## config.mk

```make
export PLATFORM = sky130hd
export DESIGN_NAME = crossing_scheduler_flat
export DESIGN_NICKNAME = d
export VERILOG_FILES = /design/src/rtl/traffic_pkg.sv /design/src/rtl/crossing_scheduler_if.sv /design/src/rtl/button_conditioner.sv /design/src/rtl/crossing_scheduler.sv /design/src/flat_wrapper.sv
export SDC_FILE = /design/constraint.sdc
export NUM_CORES = 1
export LEC_CHECK = 0
export CORE_UTILIZATION = 33
export CTS_CLUSTER_DIAMETER = 200
export DETAILED_ROUTE_END_ITERATION = 12
export HOLD_SLACK_MARGIN = 0.08
export PLACE_DENSITY = 0.57
export SETUP_SLACK_MARGIN = 0.1
export SLEW_MARGIN = 30
export SYNTH_ARGS = -nofsm -noshare
export SYNTH_HDL_FRONTEND = slang
export SYNTH_SLANG_ARGS = --single-unit
```

## constraint.sdc

```tcl
create_clock -name clk -period 19.13 [get_ports clk]
set_input_delay 3.826 -clock clk [delete_from_list [all_inputs] [get_ports clk]]
set_output_delay 3.826 -clock clk [all_outputs]
set_load 0.02 [all_outputs]
```

## src/rtl/traffic_pkg.sv

```systemverilog
// Shared intersection constants: segment codes, 50 MHz timings, crossing FSM states.
// Used by crossing_scheduler, button_conditioner and traffic_light_controller.
package traffic_pkg;

  localparam logic [7:0] GREEN_SEG   = 8'b1000_0010;
  localparam logic [7:0] YELLOW_SEG  = 8'b1001_1001;
  localparam logic [7:0] RED_SEG     = 8'b1000_1000;
  localparam logic [7:0] RED_ALT_SEG = 8'b1000_0000;
  localparam logic [7:0] ERROR_SEG   = 8'b1000_0110;
  localparam logic [7:0] OFF_SEG     = 8'b1111_1111;

  localparam int unsigned DEBOUNCE_50M = 1_000_000;
  localparam int unsigned REQ_PULSE_50M = 4;
  localparam int unsigned SERVE_TO_50M = 1_000_000_000;
  localparam int unsigned WALK_50M = 350_000_000;
  localparam int unsigned FLASH_50M = 150_000_000;
  localparam int unsigned BLINK_50M = 25_000_000;

  typedef enum logic [2:0] {
    IDLE,
    REQ,
    WAIT,
    WALK,
    FLASH
  } cross_state_e;

  function automatic logic seg_normal(logic [7:0] s);
    return (s == GREEN_SEG) || (s == YELLOW_SEG) ||
           (s == RED_SEG) || (s == RED_ALT_SEG);
  endfunction

endpackage

```

## src/rtl/crossing_scheduler_if.sv

```systemverilog
// Link between crossing_scheduler and the light controller.
// Lights flow controller->scheduler; pedestrian requests flow back.
interface crossing_scheduler_if;

  logic [7:0] ns_light;
  logic [7:0] ew_light;
  logic       ns_pedestrian;
  logic       ew_pedestrian;

  modport master (
    output ns_light,
    output ew_light,
    input  ns_pedestrian,
    input  ew_pedestrian
  );

  modport slave (
    input  ns_light,
    input  ew_light,
    output ns_pedestrian,
    output ew_pedestrian
  );

endinterface

```

## src/rtl/button_conditioner.sv

```systemverilog
// 2-FF synchroniser + debounce; one-cycle press pulse per stable press.
// Ports: clk, reset (async high), button (raw), press (pulse).
module button_conditioner
  import traffic_pkg::*;
#(
  parameter int unsigned DEBOUNCE_CYCLES = DEBOUNCE_50M
) (
  input  logic clk,
  input  logic reset,
  input  logic button,
  output logic press
);

  localparam logic [31:0] FULL = 32'(DEBOUNCE_CYCLES);
  localparam logic [31:0] LAST = 32'(DEBOUNCE_CYCLES - 1);

  logic        sync1;
  logic        sync2;
  logic [31:0] cnt;

  // Counter saturates at FULL so the pulse cannot re-fire until release.
  always_ff @(posedge clk or posedge reset) begin
    if (reset) begin
      sync1 <= 1'b0;
      sync2 <= 1'b0;
      cnt   <= '0;
      press <= 1'b0;
    end else begin
      sync1 <= button;
      sync2 <= sync1;
      press <= 1'b0;
      if (!sync2) begin
        cnt <= '0;
      end else if (cnt != FULL) begin
        cnt   <= cnt + 32'd1;
        press <= (cnt == LAST);
      end
    end
  end

endmodule

```

## src/rtl/crossing_scheduler.sv

```systemverilog
// Pedestrian front end: debounce, pending latch, round-robin request, WALK/FLASH.
// Ports: clk, reset, ns/ew_button, ctl (lights in, requests out), walk/dont_walk/pending lamps.
module crossing_scheduler
  import traffic_pkg::*;
#(
  parameter int unsigned DEBOUNCE_CYCLES = DEBOUNCE_50M,
  parameter int unsigned REQ_PULSE = REQ_PULSE_50M,
  parameter int unsigned SERVE_TIMEOUT = SERVE_TO_50M,
  parameter int unsigned WALK_TIME = WALK_50M,
  parameter int unsigned FLASH_TIME = FLASH_50M,
  parameter int unsigned BLINK_HALF = BLINK_50M
) (
  input  logic clk,
  input  logic reset,
  input  logic ns_button,
  input  logic ew_button,
  crossing_scheduler_if.slave ctl,
  output logic ns_walk,
  output logic ew_walk,
  output logic ns_dont_walk,
  output logic ew_dont_walk,
  output logic ns_pending,
  output logic ew_pending
);

  localparam logic [31:0] REQ_LAST = 32'(REQ_PULSE - 1);
  localparam logic [31:0] TO_LAST = 32'(SERVE_TIMEOUT - 1);
  localparam logic [31:0] WALK_LAST = 32'(WALK_TIME - 1);
  localparam logic [31:0] FLASH_LAST = 32'(FLASH_TIME - 1);
  localparam logic [31:0] BLINK_W = 32'(BLINK_HALF);

  logic ns_press;
  logic ew_press;

  button_conditioner #(
    .DEBOUNCE_CYCLES(DEBOUNCE_CYCLES)
  ) u_ns_btn (
    .clk(clk),
    .reset(reset),
    .button(ns_button),
    .press(ns_press)
  );

  button_conditioner #(
    .DEBOUNCE_CYCLES(DEBOUNCE_CYCLES)
  ) u_ew_btn (
    .clk(clk),
    .reset(reset),
    .button(ew_button),
    .press(ew_press)
  );

  cross_state_e state;
  logic [31:0]  cnt;
  logic         sel_ew;
  logic         gnt_ew;
  logic         ns_req;
  logic         ew_req;

  logic        normal;
  logic        ns_green;
  logic        ew_green;
  logic        pick_ew;
  logic        pick_green;
  logic        sel_green;
  logic        idle_go;
  logic        abort;
  logic        enter_walk;
  logic        walk_ew;
  logic [31:0] cnt_nx;
  logic        blink_edge;

  assign ctl.ns_pedestrian = ns_req;
  assign ctl.ew_pedestrian = ew_req;

  assign normal = seg_normal(ctl.ns_light) && seg_normal(ctl.ew_light);
  assign ns_green = (ctl.ns_light == GREEN_SEG);
  assign ew_green = (ctl.ew_light == GREEN_SEG);

  // Both pending: grant pointer decides; otherwise whoever is pending.
  assign pick_ew = (ns_pending && ew_pending) ? gnt_ew : ew_pending;
  assign pick_green = pick_ew ? ew_green : ns_green;
  assign sel_green = sel_ew ? ew_green : ns_green;

  assign idle_go = (state == IDLE) && normal && (ns_pending || ew_pending);

  assign abort = (state != IDLE) &&
                 (!normal ||
                  (((state == WALK) || (state == FLASH)) && !sel_green));

  assign enter_walk = !abort &&
                      ((idle_go && pick_green) ||
                       ((state == WAIT) && sel_green));
  assign walk_ew = (state == IDLE) ? pick_ew : sel_ew;

  assign cnt_nx = cnt + 32'd1;
  assign blink_edge = ((cnt_nx % BLINK_W) == 32'd0);

  // A fresh press wins over the clear so it is never lost.
  always_ff @(posedge clk or posedge reset) begin
    if (reset) begin
      ns_pending <= 1'b0;
      ew_pending <= 1'b0;
    end else begin
      ns_pending <= ns_press | (ns_pending & ~(enter_walk & ~walk_ew));
      ew_pending <= ew_press | (ew_pending & ~(enter_walk & walk_ew));
    end
  end

  always_ff @(posedge clk or posedge reset) begin
    if (reset) begin
      state        <= IDLE;
      cnt          <= '0;
      sel_ew       <= 1'b0;
      gnt_ew       <= 1'b0;
      ns_req       <= 1'b0;
      ew_req       <= 1'b0;
      ns_walk      <= 1'b0;
      ew_walk      <= 1'b0;
      ns_dont_walk <= 1'b1;
      ew_dont_walk <= 1'b1;
    end else if (abort) begin
      state        <= IDLE;
      cnt          <= '0;
      ns_req       <= 1'b0;
      ew_req       <= 1'b0;
      ns_walk      <= 1'b0;
      ew_walk      <= 1'b0;
      ns_dont_walk <= 1'b1;
      ew_dont_walk <= 1'b1;
    end else begin
      unique case (state)
        IDLE: begin
          if (idle_go) begin
            sel_ew <= pick_ew;
            cnt    <= '0;
            if (pick_green) begin
              state        <= WALK;
              ns_walk      <= ~pick_ew;
              ew_walk      <= pick_ew;
              ns_dont_walk <= pick_ew;
              ew_dont_walk <= ~pick_ew;
            end else begin
              state  <= REQ;
              ns_req <= ~pick_ew;
              ew_req <= pick_ew;
            end
          end
        end
        REQ: begin
          if (cnt == REQ_LAST) begin
            state  <= WAIT;
            cnt    <= '0;
            ns_req <= 1'b0;
            ew_req <= 1'b0;
          end else begin
            cnt <= cnt_nx;
          end
        end
        WAIT: begin
          if (sel_green) begin
            state        <= WALK;
            cnt          <= '0;
            ns_walk      <= ~sel_ew;
            ew_walk      <= sel_ew;
            ns_dont_walk <= sel_ew;
            ew_dont_walk <= ~sel_ew;
          end else if (cnt == TO_LAST) begin
            state <= IDLE;
            cnt   <= '0;
          end else begin
            cnt <= cnt_nx;
          end
        end
        WALK: begin
          if (cnt == WALK_LAST) begin
            state        <= FLASH;
            cnt          <= '0;
            ns_walk      <= 1'b0;
            ew_walk      <= 1'b0;
            ns_dont_walk <= 1'b1;
            ew_dont_walk <= 1'b1;
          end else begin
            cnt <= cnt_nx;
          end
        end
        FLASH: begin
          if (cnt == FLASH_LAST) begin
            state        <= IDLE;
            cnt          <= '0;
            ns_dont_walk <= 1'b1;
            ew_dont_walk <= 1'b1;
            gnt_ew       <= ~sel_ew;
          end else begin
            cnt <= cnt_nx;
            if (blink_edge) begin
              if (sel_ew) ew_dont_walk <= ~ew_dont_walk;
              else ns_dont_walk <= ~ns_dont_walk;
            end
          end
        end
        default: begin
          state <= IDLE;
          cnt   <= '0;
        end
      endcase
    end
  end

endmodule

```

## src/flat_wrapper.sv

```systemverilog
// flat-port wrapper written by rule: the top's interface ports become plain ports
module crossing_scheduler_flat import traffic_pkg::*;
#(
  parameter int unsigned DEBOUNCE_CYCLES = DEBOUNCE_50M,
  parameter int unsigned REQ_PULSE = REQ_PULSE_50M,
  parameter int unsigned SERVE_TIMEOUT = SERVE_TO_50M,
  parameter int unsigned WALK_TIME = WALK_50M,
  parameter int unsigned FLASH_TIME = FLASH_50M,
  parameter int unsigned BLINK_HALF = BLINK_50M
)
  (clk, reset, ns_button, ew_button, ns_walk, ew_walk, ns_dont_walk, ew_dont_walk, ns_pending, ew_pending, ctl_ns_light, ctl_ew_light, ctl_ns_pedestrian, ctl_ew_pedestrian);
  crossing_scheduler_if ctl_i ();
  input  logic clk;
  input  logic reset;
  input  logic ns_button;
  input  logic ew_button;
  output logic ns_walk;
  output logic ew_walk;
  output logic ns_dont_walk;
  output logic ew_dont_walk;
  output logic ns_pending;
  output logic ew_pending;
  input wire logic [$bits(ctl_i.ns_light)-1:0] ctl_ns_light;
  input wire logic [$bits(ctl_i.ew_light)-1:0] ctl_ew_light;
  output wire logic [$bits(ctl_i.ns_pedestrian)-1:0] ctl_ns_pedestrian;
  output wire logic [$bits(ctl_i.ew_pedestrian)-1:0] ctl_ew_pedestrian;
  assign ctl_i.ns_light = ctl_ns_light;
  assign ctl_i.ew_light = ctl_ew_light;
  assign ctl_ns_pedestrian = ctl_i.ns_pedestrian;
  assign ctl_ew_pedestrian = ctl_i.ew_pedestrian;
  crossing_scheduler #(.DEBOUNCE_CYCLES(DEBOUNCE_CYCLES), .REQ_PULSE(REQ_PULSE), .SERVE_TIMEOUT(SERVE_TIMEOUT), .WALK_TIME(WALK_TIME), .FLASH_TIME(FLASH_TIME), .BLINK_HALF(BLINK_HALF)) u_core (.clk(clk), .reset(reset), .ns_button(ns_button), .ew_button(ew_button), .ctl(ctl_i), .ns_walk(ns_walk), .ew_walk(ew_walk), .ns_dont_walk(ns_dont_walk), .ew_dont_walk(ew_dont_walk), .ns_pending(ns_pending), .ew_pending(ew_pending));
endmodule
```

==> flow_summary.json, run 1 <==
{
  "drv_cap": 0,
  "syn_inst": 1689,
  "holdPathStages": 0,
  "hold_path_class": "reg -> reg",
  "slew_headroom_pct": 37.7,
  "seq_area_frac_synth_pct": 22.3,
  "ant_nets": 0,
  "routed_wl_um": 39300,
  "top_layer": "met4",
  "synth-edff-count": 0,
  "critPathRequiredTime_ns": 19.47,
  "die_w_um": 200,
  "whs_ns": 0.356,
  "fin_util_pct": 36.6,
  "syn-num-nets": 1714,
  "met1Wirelength_um": 18200,
  "vias": 13100,
  "cts.clk_slew.worst_paths_ns": 0.06,
  "path_buf_inv": 0,
  "holdPathEnd": "u_core.u_ns_btn.sync2",
  "dr.pass1.iters": 5,
  "path_class": "reg -> reg",
  "synthTopCellsByArea": "dfrtp_1 22%, xnor2_1 8.0%, nand2_1 5.0%",
  "reg2regPathDepth": 39,
  "r2r_start": "u_core.cnt[4]",
  "cp-startpoint": "u_core.cnt[4]",
  "cts_htree_levels": 4,
  "rsz0062_at_grt": "no",
  "start_util_pct": 33.4,
  "core_mm2": 0.0386,
  "slew_viol_final": 0,
  "power_leakage_nw": 5.32,
  "cts-root-buf": "clkbuf_16",
  "worstHoldStart": "u_core.u_ns_btn.sync1",
  "cts_sinks": 115,
  "startpoint_type": "flip-flop",
  "setup_tns_ns": 0,
  "wl_per_cell_um": 17.9,
  "yosys_warnings": 0,
  "crit_top_cell": "or4_1",
  "drt-initial-drc-count": 1084,
  "dp_slack_ns": 3.69,
  "grt_pass1_vias": 12200,
  "die_h_um": 200,
  "cp_top_family": "compound AO/OA/AOI/OAI gates",
  "cp.depth": 39,
  "numCtsBuffers": 17,
  "worst_pin_slew_ns": 0.927,
  "finalClockSkew_ns": 0.00892,
  "ctsResizeCount": 0,
  "slowest_delay_ns": 0.85,
  "fin_ws_ns": 3.76,
  "clk_latency_ns": 0.42,
  "drive_above_1_share_pct": 7.93,
  "p_per_area_mw_per_mm2": 40.7,
  "place.gp.congestion": 0.964,
  "dp_hpwl_um": 30200,
  "grtUsageTotal_pct": 19.7,
  "finalHoldViolations": 0,
  "wl_met3_um": 2260,
  "arrival_ns": 15.71,
  "globalRouteOverflowTotal": 0,
  "crit_slowest_cell": "or4_1",
  "grt_pass1_wl_um": 64500,
  "dr_wl_met2_um": 18100,
  "drc": 0,
  "fp-row-count": 72,
  "grt_max_degree": 46,
  "yosysTopAreaCellShare_pct": 21.9,
  "status": "finished, final reports clean",
  "finalSetupViolCount": 0,
  "synth_cell_types": 122,
  "clockBufferDepth": 2,
  "cts_tree": "done",
  "die-area_mm2": 0.0400,
  "io_pins": 28,
  "area_delta_synth_final_pct": 9.52,
  "end_kind": "flip-flop",
  "final_nets": 1689,
  "fmax_mhz": 65.1,
  "worstReg2RegEnd": "u_core.ns_dont_walk",
  "min_period_ns": 15.37,
  "synthFlopType": "dfrtp_1",
  "ys_seq_elements": 115,
  "synth.avg_cell_area_um2": 7.65,
  "rrSetupSlack_ns": 3.76,
  "via_per_inst": 5.98,
  "fin_crit_sh_pct": 80.3,
  "cts_setup_buffers": 0,
  "ctsHoldBuffers": 0,
  "antenna_cells": 0,
  "yosys.area.top_type": "dfrtp_1",
  "port_buffers": 27,
  "synth_area_mm2": 0.0129,
  "cp_max_fo": 24,
  "antenna_found_initial": 0,
  "async_reset_ff_share_pct": 100,
  "max-vdd-ir-drop_v": 0.0000533
}
placed cells by master (no fill, tap or decap), types with 17 or more instances in the layout:
cell             count
o21ai_0            114
inv_1               28
and2_1              74
nand3_1             99
a21oi_1             80
nor4_1              37
or3_1               22
o31ai_1             22
dfrtp_1            113
a211oi_1            17
nand4_1             37
a31oi_1             20
or4_1               17
nand2_1            173
clkdlybuf4s50_1     27
nand2b_1            19
and3_1              27
xor2_1              41
xnor2_1            118
nor2_1             127
o211ai_1            20
clkbuf_16           17
nor3_1              59
a21o_1              17
Yosys cell counts, types with 9 or more instances:
master and n:
nand2b_1 19, o21ai_1 14, a21boi_0 11, nand4_1 37, nor3_1 60, o211ai_1 20, and2_1 74, inv_1 29
mux2_2 11, nor4b_1 9, xnor2_1 118, o22ai_1 16, nor2b_1 17, o21a_1 13, and3_1 27, or3_1 22
o211a_1 9, a21oi_1 80, mux2i_1 16, o31ai_1 23, buf_4 9, buf_2 20, nand2_1 173, o21ai_0 114
dfrtp_1 113, or4_1 17, a21o_1 17, xor2_1 42, a31oi_1 20, nand3_1 100, nor4_1 37, nor2_1 127
a211oi_1 17, clkbuf_1 45, or2_2 14
worst register-to-register path: cells and delay by family, from the launching register on:
| family | cells | cell delay (ns) |
|---|---|---|
| flip-flops | 1 | 0.50 |
| XOR/XNOR | 1 | 0.21 |
| AO/OA/AOI/OAI | 23 | 8.73 |
| AND/OR/NAND/NOR | 11 | 4.36 |
| multiplexers | 4 | 1.51 |
routing by layer:
layer | vias up | GRT usage (%)
met2 | 492 | 32.1
met4 | 0 | 5.37
li1 | 6292 | -
met1 | 6260 | 27.2
met3 | 81 | 2.72
met5 | - | 0
area by class of cell:
cell class	count	area (um2)
Multi-Input combinational cell	1466	9580
Fill cell	3976	24500
Clock buffer	18	429
Sequential cell	115	2880
Tap cell	518	648
Inverter	29	111
Clock inverter	14	155
Timing Repair Buffer	35	350
flip-flops by register name, indices dropped and copies added (netlist names), 3 cells and up:
signal and count:
u_core.u_ew_btn.cnt 32, u_core.cnt 32, u_core.state 3, u_core.u_ns_btn.cnt 32
stage by stage:
| stage | std cells | power [mW] | area (um2) |
|---|---|---|---|
| after floorplan | 1689 | 0.259 | 12900 |
| after global placement | 2161 | 0.266 | 13500 |
| after detailed placement | 2162 | 0.267 | 13500 |
| after CTS | 2194 | 0.583 | 14100 |
| after global routing | 2195 | 0.594 | 14200 |
| final | 2195 | 0.576 | 14200 |
kinds of logic (layout without fill, tap and decap cells):
kind of cell / after synthesis / count (layout) / synth area share, %
xor gates and xnor gates: 165 / 165 / 11.6
buffers and inverters: 108 / 96 / 3.83
AOI/OAI and AO/OA: 486 / 486 / 27.0
adders and majority gates: 8 / 8 / 0.745
and+or+nand+nor: 777 / 777 / 32.1
muxes: 30 / 30 / 2.48
DFF: 115 / 115 / 22.3
how the worst max path moves through the flow:
| stage | endpoint | slack [ns] |
|---|---|---|
| 6_report | u_core.ns_dont_walk | 3.76 |
| 5_1_grt | u_core.ew_dont_walk | 2.34 |
| 4_1_cts | u_core.ew_dont_walk | 3.66 |
| 3_5_place_dp | u_core.ns_dont_walk | 3.69 |
| 3_3_place_gp | u_core.ew_dont_walk | 3.94 |
| 2_1_floorplan | u_core.ew_dont_walk | 6.92 |
power by group:
part           switching, mW  internal, mW  total [mW]
logic                0.00754       0.00660      0.0141
registers            0.00301         0.245       0.248
clock network          0.121         0.193       0.314
No activity file was read; power rests on OpenSTA's default activity.
==> run 2: changes to the inputs <==
PLACE_DENSITY = 0.58   (was 0.57)
clock period = 12.65 ns   (was 19.13 ns; I/O delays follow)
==> flow_summary.json, run 2 (synthesized netlist as in run 1, its figures left out) <==
{
  "p_per_area_mw_per_mm2": 51.8,
  "rsz0062_at_grt": "yes",
  "largestRegisters": "u_core.cnt x32, u_core.u_ew_btn.cnt x32, u_core.u_ns_btn.cnt x32",
  "path_class": "reg -> reg",
  "dp_hpwl_um": 32400,
  "grt_pass1_wl_um": 67700,
  "crit_slowest_cell": "or4_4",
  "grt_pass1_vias": 13000,
  "fp-row-count": 72,
  "die_w_um": 200,
  "cts-root-buf": "clkbuf_16",
  "setup_tns_ns": 0,
  "finalNonFillerCells": 2445,
  "nFillCells": 3779,
  "fin_crit_sh_pct": 98.0,
  "routed_wl_um": 43200,
  "start_util_pct": 33.4,
  "cts.clk_slew.worst_paths_ns": 0.06,
  "die_h_um": 200,
  "drc": 0,
  "fin_util_pct": 43.7,
  "vias": 14200,
  "cp_max_fo": 7,
  "cts_tree": "done",
  "drt-initial-drc-count": 1194,
  "antenna_found_initial": 0,
  "clk_latency_ns": 0.43,
  "grt_max_degree": 72,
  "antenna_cells": 0,
  "place.gp.congestion": 0.997,
  "slowest_delay_ns": 0.61,
  "crit_top_cell": "buf_4",
  "die-area_mm2": 0.0400,
  "min_period_ns": 12.39,
  "dp_slack_ns": -0.261,
  "fmax_mhz": 80.7,
  "ant_nets": 0,
  "status": "finished, final reports clean",
  "cts_htree_levels": 4,
  "drive_above_1_share_pct": 25.6,
  "layout_common_cells": "247 x buf_4, 170 x nand2_1, 122 x nor2_1, 113 x dfrtp_1, 112 x xnor2_1",
  "globalRouteOverflowTotal": 0,
  "max-vdd-ir-drop_v": 0.000117,
  "core_mm2": 0.0386,
  "end_kind": "flip-flop",
  "io_pins": 28,
  "slew_headroom_pct": 41.7,
  "hold_path_class": "reg -> reg",
  "numCtsBuffers": 17,
  "wl_per_cell_um": 17.7,
  "drv_cap": 0,
  "area_delta_synth_final_pct": 30.8,
  "finalHoldViolations": 0,
  "dp_cells": 2357,
  "finalClockSkew_ns": 0.00979,
  "startpoint_type": "flip-flop",
  "fin_ws_ns": 0.259,
  "critPathRequiredTime_ns": 13.00,
  "layout_commonest_cell": "buf_4",
  "power_leakage_nw": 6.81,
  "final_nets": 1939,
  "slew_viol_final": 0,
  "arrival_ns": 12.75,
  "via_per_inst": 5.82,
  "port_buffers": 27,
  "dr.pass1.iters": 6,
  "grtUsageTotal_pct": 20.8,
  "clockBufferDepth": 2,
  "worst_pin_slew_ns": 0.869,
  "finalSetupViolCount": 0,
  "cts_sinks": 115
}
==> run 2: cell types whose count changed in the layout (fill, tap and decap cells not counted), moves of 6 or more <==
cell,change
a211oi_1,-6
a21oi_1,-9
a21oi_2,+9
buf_4,+241
nor3_1,-8
nor3_2,+7
nor4_1,-9
or4_1,-10
or4_4,+10
xnor2_1,-6
==> run 2: layout make-up <==
class	instances	area (um2)	area share [%]
flip-flops and latches	115	2880	17.0
well taps	518	648	3.84
repair buffers	284	2220	13.1
inverters	29	111	0.659
clock buffers	18	439	2.60
clock inverters	14	153	0.903
multi-input cells	1467	10500	61.8
==> run 2: layer usage <==
layer	GRT usage (%)	part of all wire, %	up-vias
met5	0	0	-
met4	7.18	2.7	0
met3	3.01	5.4	82
met2	33.7	47	511
met1	28.3	45	6834
li1	-	-	6809
==> run 2: worst paths after layout <==
path / endpoint / depth (start not counted) / start / slack [ns]
worst max register to register: u_core.ew_dont_walk / 43 / u_core.cnt[0] / 0.26
min in group asynchronous: u_core.u_ew_btn.cnt[27] / 2 / reset / 2.52
worst min-delay path: u_core.u_ns_btn.sync2 / 0 / u_core.u_ns_btn.sync1 / 0.35
max in group asynchronous: u_core.cnt[3] / 3 / reset / 9.08
worst max-delay path: u_core.ew_dont_walk / 43 / u_core.cnt[0] / 0.26
worst min register to register: u_core.u_ns_btn.sync2 / 0 / u_core.u_ns_btn.sync1 / 0.35
==> run 2: worst max-delay path, delay by kind of cell, from the launching register on <==
family          cells  cell delay [ns]
compound gates     20             5.26
flops               1             0.38
mux                 3             0.84
simple gates       14             4.72
buf+inv             6             1.08
==> run 2: power breakdown <==
part           total, mW  leakage (nW)  switching [mW]  internal (mW)
sequential         0.375          1.59         0.00449          0.370
combinational     0.0206          4.95          0.0113        0.00929
clock              0.481         0.279           0.185          0.296
total              0.876          6.81           0.201          0.676
==> run 2: metrics by stage <==
step                power [mW]  instance area (um2)  hold slack [ns]
finish                   0.876                16900            0.348
floorplan                0.391                12900            0.331
global route             0.908                16900            0.362
CTS                      0.887                15800            0.348
detailed placement       0.402                15000            0.336
global placement         0.402                15000            0.332
==> run 2: timing repair <==
| action | in CTS | in global routing |
|---|---|---|
| cloned | 1 | 3 |
| gates resized for setup | 36 | 135 |
| setup endpoints to repair | 2 | 2 |
| pin swaps | 9 | 50 |
| hold buffers | 0 | 0 |
| setup buffers | 3 | 49 |
==> patch: new RTL, settings of run 2 <==
Add an input register stage for `ns_button` and `ew_button`, with the module's reset; this delays them by one clock. The other inputs are not delayed to match.
--- a/src/rtl/crossing_scheduler.sv
+++ b/src/rtl/crossing_scheduler.sv
@@ -29,6 +29,19 @@
   localparam logic [31:0] FLASH_LAST = 32'(FLASH_TIME - 1);
   localparam logic [31:0] BLINK_W = 32'(BLINK_HALF);
 
+  logic ns_button_q;
+  logic ew_button_q;
+
+  always_ff @(posedge clk or posedge reset) begin
+    if (reset) begin
+      ns_button_q <= '0;
+      ew_button_q <= '0;
+    end else begin
+      ns_button_q <= ns_button;
+      ew_button_q <= ew_button;
+    end
+  end
+
   logic ns_press;
   logic ew_press;
 
@@ -37,7 +50,7 @@
   ) u_ns_btn (
     .clk(clk),
     .reset(reset),
-    .button(ns_button),
+    .button(ns_button_q),
     .press(ns_press)
   );
 
@@ -46,7 +59,7 @@
   ) u_ew_btn (
     .clk(clk),
     .reset(reset),
-    .button(ew_button),
+    .button(ew_button_q),
     .press(ew_press)
   );
 
Behaviour: no difference found for any inputs over 10 cycles, from zero or initial values and one cycle with reset high; that may be too few to reach the edited logic, so the function may still have changed.
==> patch against run 2 <==
  * Final area increased by 2.7%
  * Setup slack got worse by 170 ps
  * Routed wire length decreased by 0.19%
  * Count of clock-buffer cells in the layout decreased by 1
  * Critical endpoint unchanged
  * Sequential cell count increased by 2
  * Via count decreased by 1.8%
  * Largest cell class unchanged
  * Area after synthesis decreased by 1.5%
  * Highest routed layer unchanged
  * First-iteration DRC count decreased by 24%
Power is not compared: it rests on default switching activity, and its combinational part moved more than twofold at a synthesized area within 25%.
==> patch: results (changes against run 2) <==
Final Skew: 8.28 ps (-1.51 ps)
Initial antenna violation count: 1 (+1)
Part of the cycle the worst path needs: 99.3% (+1.3 points)
Cell area after placement: 15,600 um2 (+4.3%)
RePlAce Congestion: 0.960 (-3.7%)
Top area cells in the synthesized netlist: dfrtp_1 23%, xnor2_1 9.0%, nand2_1 4.9%, nor2_1 4.2%, and2_1 3.9%
Syn_nets: 1,656 (-3.4%)
Pre-CTS setup slack: -348 ps (-87.3 ps)
Arrival @ worst endpoint: 12,900 ps (+150 ps)
Hold slack: 347 ps (-0.224 ps)
Outcome: completed
Critical Path Max Stage Delay: 550 ps (-60 ps)
Layout cells sized above 1: 29.0% (+3.4 points)
HP Start: u_core.u_ew_btn.sync1
Seq/Total Area, Yosys: 23.0% (+0.74 points)
Via count: 14,000 (-1.8%)
CTS resizes: 23 (-36%)
# nets final: 1,980 (+2.1%)
Vias in the first global route: 13,400 (+3.6%)
Dpl hpwl: 32.9 mm (+1.7%)
Critical Path Start: u_core.cnt[2]
Distinct cells, synth: 119 (-2.5%)
Max FO, Critical Path: 7 (unchanged)
Iter 0 DRT Violations: 903 (-24%)
Number of post-CTS setup repair buffers: 16 (+13)
GRT Util Overall: 21.7% (+0.84 points)
Worst-Margin Slew: 913 ps (+44.3 ps)
Synth top cells by count: 165 x nand2_1, 142 x nor2_1, 131 x xnor2_1
Worst R2R Path Depth: 53 (+23%)
Power consumption: 1.15 mW
Largest net degree at the start of global routing: 79 (+9.7%)
# placed instances: 2,393 (+1.5%)
[patch: cell types whose count changed in the layout (fill, tap and decap cells not counted), sizes merged, moves of 10 or more]
cell,change
a211oi,-11
a21boi,+12
a21oi,-11
buf,+87
nand3,-12
nor2,+13
nor4,-10
o21ai,-13
xnor2,+13
[patch: how the worst min path moves through the flow]
stage	to	cells after the start
floorplan	u_core.u_ew_btn.sync1	0
global route	u_core.u_ew_btn.sync1	0
detailed placement	u_core.u_ew_btn.sync2	0
CTS	u_core.u_ew_btn.sync1	0
global placement	u_core.u_ew_btn.sync2	0
finish	u_core.u_ew_btn.sync2	0
[patch: kinds of logic (layout without fill, tap and decap cells)]
family                     count (synthesis)  count (layout)  synth area share (%)
xor gates and xnor gates                 182             182                  12.8
DFF                                      117             117                  23.0
and+or+nand+nor                          758             759                  32.2
muxes                                     31              31                  2.50
AOI/OAI and AO/OA                        437             437                  25.2
buffers and inverters                     96             432                  3.41
adders and majority gates                 10              10                 0.885
other                                      0               1                     0
[patch: worst max-delay path: cells and delay by family (launching register included)]
kind | cells | cell delay [ps]
AO/OA/AOI/OAI | 17 | 4110
buffers and inverters | 14 | 2280
XOR/XNOR | 3 | 590
AND/OR/NAND/NOR | 15 | 4020
flip-flops | 1 | 400
multiplexers | 4 | 1050
[patch: cell type report]
type,instances,area [um2]
fill,3787,20500
multi-input combinational,1419,10100
sequential,117,2940
timing repair buffer,370,2890
tap,511,639
clock buffer,17,425
clock inverter,15,231
inverter,30,115
antenna,1,2.50
[patch: per-layer routing]
metal,wire (um),track usage (%),share of wire [%]
met5,0,0,0
met4,1260,7.35,2.9
met3,1960,3.51,4.5
met2,20800,35.9,48
met1,19100,28.5,44
